**src/rtl/ahb_burst_addr_gen_pkg.sv**
```systemverilog
// Shared AHB burst/transfer types, HSIZE codes and burst-length / wrap-address helpers
// for the ahb_burst_addr_gen slice.
package ahb_pkg;

    typedef enum logic [2:0] {
        AHB_BURST_SINGLE = 3'd0,
        AHB_BURST_INCR   = 3'd1,
        AHB_BURST_WRAP4  = 3'd2,
        AHB_BURST_INCR4  = 3'd3,
        AHB_BURST_WRAP8  = 3'd4,
        AHB_BURST_INCR8  = 3'd5,
        AHB_BURST_WRAP16 = 3'd6,
        AHB_BURST_INCR16 = 3'd7
    } ahb_burst_type;

    typedef enum logic [1:0] {
        AHB_TRANS_IDLE   = 2'd0,
        AHB_TRANS_BUSY   = 2'd1,
        AHB_TRANS_NONSEQ = 2'd2,
        AHB_TRANS_SEQ    = 2'd3
    } ahb_trans_type;

    localparam logic [2:0] AHB_SIZE_BYTE   = 3'd0;
    localparam logic [2:0] AHB_SIZE_HALF   = 3'd1;
    localparam logic [2:0] AHB_SIZE_WORD   = 3'd2;
    localparam logic [2:0] AHB_SIZE_DWORD  = 3'd3;
    localparam logic [2:0] AHB_SIZE_QWORD  = 3'd4;
    localparam logic [2:0] AHB_SIZE_256    = 3'd5;
    localparam logic [2:0] AHB_SIZE_512    = 3'd6;
    localparam logic [2:0] AHB_SIZE_1024   = 3'd7;

    // Fixed-length beat count; undefined-length INCR reports 0 (length comes from the command).
    function automatic logic [4:0] get_burst_size(input logic [2:0] burst);
        logic [4:0] beats;
        case (burst)
            AHB_BURST_SINGLE:                  beats = 5'd1;
            AHB_BURST_WRAP4,  AHB_BURST_INCR4:  beats = 5'd4;
            AHB_BURST_WRAP8,  AHB_BURST_INCR8:  beats = 5'd8;
            AHB_BURST_WRAP16, AHB_BURST_INCR16: beats = 5'd16;
            default:                           beats = 5'd0;
        endcase
        return beats;
    endfunction

    // A wrap window is at most 16 beats * 128 bytes, so only the low 11 address bits move.
    function automatic logic [10:0] wrap_next_addr(input logic [10:0] addr,
                                                   input logic [2:0]  size,
                                                   input logic [4:0]  beats);
        logic [11:0] inc;
        logic [11:0] mask;
        logic [11:0] res;
        inc  = 12'd1 << size;
        mask = (12'(beats) << size) - 12'd1;
        res  = (12'(addr) & ~mask) | ((12'(addr) + inc) & mask);
        return res[10:0];
    endfunction

endpackage

```
**src/rtl/ahb_burst_addr_gen_if.sv**
```systemverilog
// Command and AHB address-phase bundle for ahb_burst_addr_gen; master = the sequencer side.
interface ahb_burst_addr_gen_if #(
    parameter int ADDR_WIDTH = 32,
    parameter int LEN_W      = 5
);
    logic                  cmd_valid;
    logic                  cmd_ready;
    logic [ADDR_WIDTH-1:0] cmd_addr;
    logic [2:0]            cmd_burst;
    logic [2:0]            cmd_size;
    logic                  cmd_write;
    logic [LEN_W-1:0]      cmd_len;
    logic                  HREADY;
    logic [1:0]            HTRANS;
    logic [ADDR_WIDTH-1:0] HADDR;
    logic [2:0]            HBURST;
    logic [2:0]            HSIZE;
    logic                  HWRITE;
    logic [LEN_W-1:0]      beat_idx;
    logic                  last_beat;
    logic                  cmd_err;

    modport master (
        input  cmd_valid, cmd_addr, cmd_burst, cmd_size, cmd_write, cmd_len, HREADY,
        output cmd_ready, HTRANS, HADDR, HBURST, HSIZE, HWRITE, beat_idx, last_beat, cmd_err
    );

    modport slave (
        output cmd_valid, cmd_addr, cmd_burst, cmd_size, cmd_write, cmd_len, HREADY,
        input  cmd_ready, HTRANS, HADDR, HBURST, HSIZE, HWRITE, beat_idx, last_beat, cmd_err
    );
endinterface

```
**src/rtl/ahb_burst_addr_gen_addr_step.sv**
```systemverilog
// Combinational next-beat address for incrementing and wrapping bursts.
// AHB_KB_BOUNDARY_EN enables detection of an incrementing step that crosses a 1 KB boundary.
module ahb_addr_step
    import ahb_pkg::*;
#(
    parameter int ADDR_WIDTH = 32
) (
    input  logic [ADDR_WIDTH-1:0] addr_i,
    input  logic [2:0]            size_i,
    input  logic [2:0]            burst_i,
    output logic [ADDR_WIDTH-1:0] next_addr_o,
    output logic                  kb_cross_o
);
    logic [ADDR_WIDTH-1:0] inc;
    logic [ADDR_WIDTH-1:0] incr_addr;
    logic                  is_wrap;

    assign inc       = ADDR_WIDTH'(1) << size_i;
    assign incr_addr = addr_i + inc;
    assign is_wrap   = (burst_i == AHB_BURST_WRAP4) || (burst_i == AHB_BURST_WRAP8) ||
                       (burst_i == AHB_BURST_WRAP16);

    always_comb begin
        next_addr_o = incr_addr;
        if (is_wrap) begin
            next_addr_o       = addr_i;
            next_addr_o[10:0] = wrap_next_addr(addr_i[10:0], size_i, get_burst_size(burst_i));
        end
    end

`ifdef AHB_KB_BOUNDARY_EN
    // Odd burst encodings are the incrementing ones (INCR, INCR4/8/16).
    assign kb_cross_o = burst_i[0] && (incr_addr[ADDR_WIDTH-1:10] != addr_i[ADDR_WIDTH-1:10]);
`else
    assign kb_cross_o = 1'b0;
`endif

endmodule

```
**src/rtl/ahb_burst_addr_gen.sv**
```systemverilog
// AHB master address-phase sequencer: one sanitised burst command in, HTRANS/HADDR beats out.
// Optional 1 KB burst splitting is compiled in with AHB_KB_BOUNDARY_EN (see ahb_addr_step).
module ahb_burst_addr_gen
    import ahb_pkg::*;
#(
    parameter int ADDR_WIDTH   = 32,
    parameter int DATA_WIDTH   = 32,
    parameter int MAX_INCR_LEN = 16,
    parameter int LEN_W        = $clog2(MAX_INCR_LEN) + 1
) (
    input  logic                 HCLK,
    input  logic                 HRESET,
    ahb_burst_addr_gen_if.master bus
);
    localparam logic [2:0] MAX_SIZE = 3'($clog2(DATA_WIDTH / 8));
    localparam int         BW       = (LEN_W > 5) ? LEN_W : 5;
    localparam logic [0:0] ST_IDLE   = 1'b0;
    localparam logic [0:0] ST_ACTIVE = 1'b1;

    logic [0:0]            state_q,    state_d;
    logic [ADDR_WIDTH-1:0] haddr_q,    haddr_d;
    logic [2:0]            hburst_q,   hburst_d;
    logic [2:0]            hsize_q,    hsize_d;
    logic                  hwrite_q,   hwrite_d;
    logic [1:0]            htrans_q,   htrans_d;
    logic [BW-1:0]         beats_q,    beats_d;
    logic [BW-1:0]         beat_idx_q, beat_idx_d;
    logic                  err_q,      err_d;

    logic [2:0]            size_s;
    logic [BW-1:0]         beats_s;
    logic [ADDR_WIDTH-1:0] addr_s;
    logic                  size_err, len_err;
    logic                  last_beat, cmd_ready, accept;
    logic [ADDR_WIDTH-1:0] step_addr;
    logic                  kb_cross;

    always_comb begin
        size_s   = bus.cmd_size;
        size_err = 1'b0;
        if (bus.cmd_size > MAX_SIZE) begin
            size_s   = MAX_SIZE;
            size_err = 1'b1;
        end
        beats_s = BW'(get_burst_size(bus.cmd_burst));
        len_err = 1'b0;
        if (bus.cmd_burst == AHB_BURST_INCR) begin
            if (bus.cmd_len == '0) begin
                beats_s = BW'(1);
                len_err = 1'b1;
            end else if (BW'(bus.cmd_len) > BW'(MAX_INCR_LEN)) begin
                beats_s = BW'(MAX_INCR_LEN);
                len_err = 1'b1;
            end else begin
                beats_s = BW'(bus.cmd_len);
            end
        end
    end

    assign addr_s    = bus.cmd_addr & ~((ADDR_WIDTH'(1) << size_s) - ADDR_WIDTH'(1));
    assign last_beat = (state_q == ST_ACTIVE) && (beat_idx_q == beats_q - BW'(1));
    assign cmd_ready = (state_q == ST_IDLE) || (last_beat && bus.HREADY);
    assign accept    = bus.cmd_valid && cmd_ready;

    ahb_addr_step #(
        .ADDR_WIDTH (ADDR_WIDTH)
    ) u_step (
        .addr_i      (haddr_q),
        .size_i      (hsize_q),
        .burst_i     (hburst_q),
        .next_addr_o (step_addr),
        .kb_cross_o  (kb_cross)
    );

    always_comb begin
        state_d    = state_q;
        haddr_d    = haddr_q;
        hburst_d   = hburst_q;
        hsize_d    = hsize_q;
        hwrite_d   = hwrite_q;
        htrans_d   = htrans_q;
        beats_d    = beats_q;
        beat_idx_d = beat_idx_q;
        err_d      = 1'b0;
        if (accept) begin
            state_d    = ST_ACTIVE;
            haddr_d    = addr_s;
            hburst_d   = bus.cmd_burst;
            hsize_d    = size_s;
            hwrite_d   = bus.cmd_write;
            htrans_d   = AHB_TRANS_NONSEQ;
            beats_d    = beats_s;
            beat_idx_d = '0;
            err_d      = size_err || len_err;
        end else if ((state_q == ST_ACTIVE) && bus.HREADY) begin
            if (last_beat) begin
                // Address/control are left as-is so the bus keeps a stable idle address.
                state_d    = ST_IDLE;
                htrans_d   = AHB_TRANS_IDLE;
                beat_idx_d = '0;
            end else begin
                haddr_d    = step_addr;
                beat_idx_d = beat_idx_q + BW'(1);
                htrans_d   = AHB_TRANS_SEQ;
                if (kb_cross) begin
                    htrans_d = AHB_TRANS_NONSEQ;
                    hburst_d = AHB_BURST_INCR;
                end
            end
        end
    end

    always_ff @(posedge HCLK or posedge HRESET) begin
        if (HRESET) begin
            state_q    <= ST_IDLE;
            haddr_q    <= '0;
            hburst_q   <= '0;
            hsize_q    <= '0;
            hwrite_q   <= 1'b0;
            htrans_q   <= AHB_TRANS_IDLE;
            beats_q    <= '0;
            beat_idx_q <= '0;
            err_q      <= 1'b0;
        end else begin
            state_q    <= state_d;
            haddr_q    <= haddr_d;
            hburst_q   <= hburst_d;
            hsize_q    <= hsize_d;
            hwrite_q   <= hwrite_d;
            htrans_q   <= htrans_d;
            beats_q    <= beats_d;
            beat_idx_q <= beat_idx_d;
            err_q      <= err_d;
        end
    end

    assign bus.cmd_ready = cmd_ready;
    assign bus.HTRANS    = htrans_q;
    assign bus.HADDR     = haddr_q;
    assign bus.HBURST    = hburst_q;
    assign bus.HSIZE     = hsize_q;
    assign bus.HWRITE    = hwrite_q;
    assign bus.beat_idx  = LEN_W'(beat_idx_q);
    assign bus.last_beat = last_beat;
    assign bus.cmd_err   = err_q;

endmodule
```
**src/flat_wrapper.sv**
```systemverilog
// flat-port wrapper written by rule: the top's interface ports become plain ports
module ahb_burst_addr_gen_flat import ahb_pkg::*;
#(
    parameter int ADDR_WIDTH   = 32,
    parameter int DATA_WIDTH   = 32,
    parameter int MAX_INCR_LEN = 16,
    parameter int LEN_W        = $clog2(MAX_INCR_LEN) + 1
)
  (HCLK, HRESET, bus_cmd_valid, bus_cmd_addr, bus_cmd_burst, bus_cmd_size, bus_cmd_write, bus_cmd_len, bus_HREADY, bus_cmd_ready, bus_HTRANS, bus_HADDR, bus_HBURST, bus_HSIZE, bus_HWRITE, bus_beat_idx, bus_last_beat, bus_cmd_err);
  ahb_burst_addr_gen_if #(.ADDR_WIDTH(ADDR_WIDTH), .LEN_W(LEN_W)) bus_i ();
  input  logic HCLK;
  input  logic HRESET;
  input wire logic [$bits(bus_i.cmd_valid)-1:0] bus_cmd_valid;
  input wire logic [$bits(bus_i.cmd_addr)-1:0] bus_cmd_addr;
  input wire logic [$bits(bus_i.cmd_burst)-1:0] bus_cmd_burst;
  input wire logic [$bits(bus_i.cmd_size)-1:0] bus_cmd_size;
  input wire logic [$bits(bus_i.cmd_write)-1:0] bus_cmd_write;
  input wire logic [$bits(bus_i.cmd_len)-1:0] bus_cmd_len;
  input wire logic [$bits(bus_i.HREADY)-1:0] bus_HREADY;
  output wire logic [$bits(bus_i.cmd_ready)-1:0] bus_cmd_ready;
  output wire logic [$bits(bus_i.HTRANS)-1:0] bus_HTRANS;
  output wire logic [$bits(bus_i.HADDR)-1:0] bus_HADDR;
  output wire logic [$bits(bus_i.HBURST)-1:0] bus_HBURST;
  output wire logic [$bits(bus_i.HSIZE)-1:0] bus_HSIZE;
  output wire logic [$bits(bus_i.HWRITE)-1:0] bus_HWRITE;
  output wire logic [$bits(bus_i.beat_idx)-1:0] bus_beat_idx;
  output wire logic [$bits(bus_i.last_beat)-1:0] bus_last_beat;
  output wire logic [$bits(bus_i.cmd_err)-1:0] bus_cmd_err;
  assign bus_i.cmd_valid = bus_cmd_valid;
  assign bus_i.cmd_addr = bus_cmd_addr;
  assign bus_i.cmd_burst = bus_cmd_burst;
  assign bus_i.cmd_size = bus_cmd_size;
  assign bus_i.cmd_write = bus_cmd_write;
  assign bus_i.cmd_len = bus_cmd_len;
  assign bus_i.HREADY = bus_HREADY;
  assign bus_cmd_ready = bus_i.cmd_ready;
  assign bus_HTRANS = bus_i.HTRANS;
  assign bus_HADDR = bus_i.HADDR;
  assign bus_HBURST = bus_i.HBURST;
  assign bus_HSIZE = bus_i.HSIZE;
  assign bus_HWRITE = bus_i.HWRITE;
  assign bus_beat_idx = bus_i.beat_idx;
  assign bus_last_beat = bus_i.last_beat;
  assign bus_cmd_err = bus_i.cmd_err;
  ahb_burst_addr_gen #(.ADDR_WIDTH(ADDR_WIDTH), .DATA_WIDTH(DATA_WIDTH), .MAX_INCR_LEN(MAX_INCR_LEN), .LEN_W(LEN_W)) u_core (.HCLK(HCLK), .HRESET(HRESET), .bus(bus_i));
endmodule
```
**config.mk**
```make
export PLATFORM = sky130hd
export DESIGN_NAME = ahb_burst_addr_gen_flat
export DESIGN_NICKNAME = d
export VERILOG_FILES = /design/src/rtl/ahb_burst_addr_gen_pkg.sv /design/src/rtl/ahb_burst_addr_gen_if.sv /design/src/rtl/ahb_burst_addr_gen_addr_step.sv /design/src/rtl/ahb_burst_addr_gen.sv /design/src/flat_wrapper.sv
export SDC_FILE = /design/constraint.sdc
export NUM_CORES = 1
export LEC_CHECK = 0
export CORE_MARGIN = 4
export CORE_UTILIZATION = 55
export CTS_CLUSTER_SIZE = 14
export DETAILED_ROUTE_END_ITERATION = 6
export PLACE_DENSITY = 0.88
export SYNTH_ARGS = -nofsm -noshare
export SYNTH_HDL_FRONTEND = slang
export SYNTH_SLANG_ARGS = --single-unit
```
**constraint.sdc**
```tcl
create_clock -name HCLK -period 8.14 [get_ports HCLK]
set_input_delay 0.814 -clock HCLK [delete_from_list [all_inputs] [get_ports HCLK]]
set_output_delay 0.814 -clock HCLK [all_outputs]
set_load 0.02 [all_outputs]
```
==> results_dict.tcl <==
set metrics [dict create \
    r2r_cells 11 \
    multiInputGateArea_um2 2520 \
    post_cts_buffers 0 \
    worstSkewPairLatency_ns 0.31 \
    tns_ns 0 \
    min_from "u_core.bus.HTRANS[1]$_DFFE_PP0P_" \
    wl_per_cell_um 17.3 \
    ys_warn_count 0 \
    netlist_area_um2 4080 \
    rows 31 \
    fp.dieW_um 94.1 \
    cts_max_path_buffers 2 \
    crit_required_ns 7.33 \
    power_frac_comb 0.628 \
    critPathMaxStageDelay_ns 0.66 \
    grt_pass1_wl_um 19600 \
    fin_crit_sh 0.458 \
    p_sw_w 0.000864 \
    viasPerCell 6.27 \
    regToRegStartpoint "u_core.bus.HSIZE[1]$_DFFE_PP0N_" \
    drv_slew 0 \
    synth_cell_types 71 \
    hold_viol 0 \
    seqCellArea_um2 1330 \
    worst_setup_path_end_kind "primary output" \
    drive_above_1_share 0.0503 \
    reg2reg_slack_ns 4.77 \
    netSwitchingFraction 0.492 \
    grt-ovfl-total 0 \
    start_util 0.566 \
    cts_tree "built" \
    synth_edf_count 0 \
    worstPathMaxFanout 5 \
    p_int_w 0.000893 \
    ys_ff_latch 53 \
    ir_drop_uv 189 \
    cts.htree.levels 2 \
    utilization 0.711 \
    yosysSeqAreaShare 0.325 \
    gp_congestion 0.891 \
    r2r-end "u_core.bus.HADDR[28]$_DFFE_PP0P_" \
    fmax_mhz 268 \
    portBuffers 96 \
    fillers 572 \
    worst_slack_ns 4.42 \
    synthCells 496 \
    rsz0062_at_grt "false" \
    grtUsageTotal 0.274 \
    pwr-share-clk 0.085 \
    first_pass_iters 5 \
    synthFlopType "dfrtp_1" \
    antenna_cells 0 \
    dp_hpwl_um 8500 \
    slowest_stage "clkdlybuf4s50_1" \
    die_area_um2 8860 \
    finClkSkew_ns 0.00508 \
    die_h_um 94.1 \
    maxCapViolations 0 \
    crit_chain "inv_1 -> ha_1 -> and2_4 -> nor4b_1 -> a31o_1 -> nand2b_1 -> o21ai_0 -> clkdlybuf4s50_1" \
    cts-resized-gates 0 \
    leakage_nw 2.05 \
    clock-sinks 53 \
    dp_slack_ns 4.67 \
    grt_max_degree 54 \
    relSlewSlack 0.282 \
    synthArstFlopShare 1.00 \
    p_seq_frac 0.288 \
    syn_avg_cell_area_um2 8.23 \
    cts_root_buf "clkbuf_8" \
    final_nets 639 \
    fin_crit_ns 3.72 \
    clkSlewWorstSetupHoldPaths_ns 0.09 \
    syn_to_final_growth_pct 25.7 \
    ant_nets 0 \
    finalSetupViolCount 0 \
    antenna_found_initial 0 \
    cts_buffers 5 \
    status "finished clean" \
    ioPinCount 97 \
    ctsHoldBuffers 0 \
    grt_pass1_vias 4108 \
    dr_total_vias 4238 \
    hold_class "reg2reg" \
    critPathArrivalTime_ns 2.91 \
    startpoint_type "flip-flop" \
    drtIter0Drc 283 \
    p_per_area_nw_per_um2 343 \
    critPathKind "reg2out" \
    hold_ws_ns 0.492 \
    core_um2 7210 \
    whs_path_depth 2 \
    drcViolationCount 0 \
    synth_fp_nets 559 \
    min_to "u_core.bus.HTRANS[1]$_DFFE_PP0P_" \
    wl_um 11700 \
    tightestPinTransition_ns 1.08 \
]
## cell usage in the layout (no fill, tap or decap), types with 4 or more instances in the layout
master / n
clkdlybuf4s50_1: 96
nor4_2: 4
o22ai_1: 4
a211o_1: 5
o31a_1: 4
and3_1: 9
a32oi_1: 5
o2bb2ai_1: 7
nor4b_1: 4
nand2_1: 57
o21ai_0: 40
dfrtp_1: 53
a21o_1: 8
and2_1: 6
nand2b_1: 4
o31ai_1: 9
mux2_2: 5
inv_1: 21
a21oi_1: 40
buf_4: 4
ha_1: 14
nand3_1: 11
a211oi_1: 5
nor3_1: 10
o21a_1: 6
nor3b_1: 6
nand4_1: 7
clkbuf_8: 5
xor2_1: 10
o21ai_1: 11
a31oi_1: 7
nor2b_1: 9
nor2_1: 31
xnor2_1: 7
## how the worst max path moves through the flow
stage	slack [ns]	depth (start not counted)	from	end
after global placement	4.77	7	bus_cmd_valid	u_core.bus.HADDR[31]$_DFFE_PP0P_
final	4.42	8	u_core.beats_q[0]$_DFFE_PP0N_	bus_cmd_ready
after CTS	4.45	8	u_core.beats_q[0]$_DFFE_PP0N_	bus_cmd_ready
after detailed placement	4.67	7	bus_cmd_valid	u_core.bus.HADDR[29]$_DFFE_PP0P_
after global routing	4.29	8	u_core.beats_q[0]$_DFFE_PP0N_	bus_cmd_ready
after floorplan	5.16	13	u_core.bus.HSIZE[1]$_DFFE_PP0N_	u_core.bus.HADDR[28]$_DFFE_PP0P_
## per-layer routing
layer / vias up / part of all wire / track usage
met1: 2026 / 0.43 / 0.378
met5: - / 0 / 0
li1: 1982 / - / -
met4: 0 / 0.024 / 0.0999
met2: 200 / 0.48 / 0.436
met3: 30 / 0.070 / 0.0377
## logic make-up (layout without fill, tap and decap cells)
family | count (synthesis) | count (layout) | share of synthesized area
simple gates | 178 | 178 | 0.234
compound gates | 175 | 175 | 0.280
flops | 53 | 53 | 0.325
buf+inv | 49 | 130 | 0.0561
xor+xnor | 17 | 17 | 0.0365
fa+ha+maj | 15 | 15 | 0.0478
mux | 7 | 7 | 0.0187
other cells | 2 | 2 | 0.00184
## critical path: cells and delay by family, from the launching register on
family	cells	cell delay, ns
buffers and inverters	2	0.74
and+or+nand+nor	3	0.68
AOI/OAI and AO/OA	2	0.56
DFF	1	0.45
adders and majority gates	1	0.16
## synth_stat cells (8+ instances only)
library cell	n	area share
o21ai_0	40	0.049
a21o_1	8	0.015
o31ai_1	9	0.017
nand2_1	57	0.052
inv_1	22	0.020
nor2b_1	9	0.014
and3_1	9	0.014
ha_1	14	0.043
dfrtp_1	53	0.33
a21oi_1	40	0.049
nor3_1	10	0.012
buf_2	15	0.018
o21ai_1	11	0.013
nor2_1	31	0.029
nand3_1	11	0.013
xor2_1	10	0.021
## power groups by stage
stage | clock [W] | combinational, W | sequential [W]
final | 0.000149 | 0.00110 | 0.000505
after global routing | 0.000159 | 0.00120 | 0.000528
after CTS | 0.000151 | 0.00109 | 0.000501
after global placement | 0 | 0.00105 | 0.000499
after floorplan | 0 | 0.000718 | 0.000532
after detailed placement | 0 | 0.00109 | 0.000505
## stage by stage
stage	area, um2	instances	total power [W]
6_report	5130	676	0.00176
5_1_grt	5130	676	0.00189
4_1_cts	5130	676	0.00175
3_5_place_dp	5050	668	0.00159
3_3_place_gp	5050	668	0.00155
2_1_floorplan	4080	496	0.00125
## area by class of cell
class / count / share of cell area
inverter: 22 / 0.0161
timing repair buffer: 100 / 0.193
tap: 99 / 0.0242
clock buffer: 8 / 0.0156
sequential: 53 / 0.259
multi-input combinational: 394 / 0.492
No activity file was read; power rests on OpenSTA's default activity.
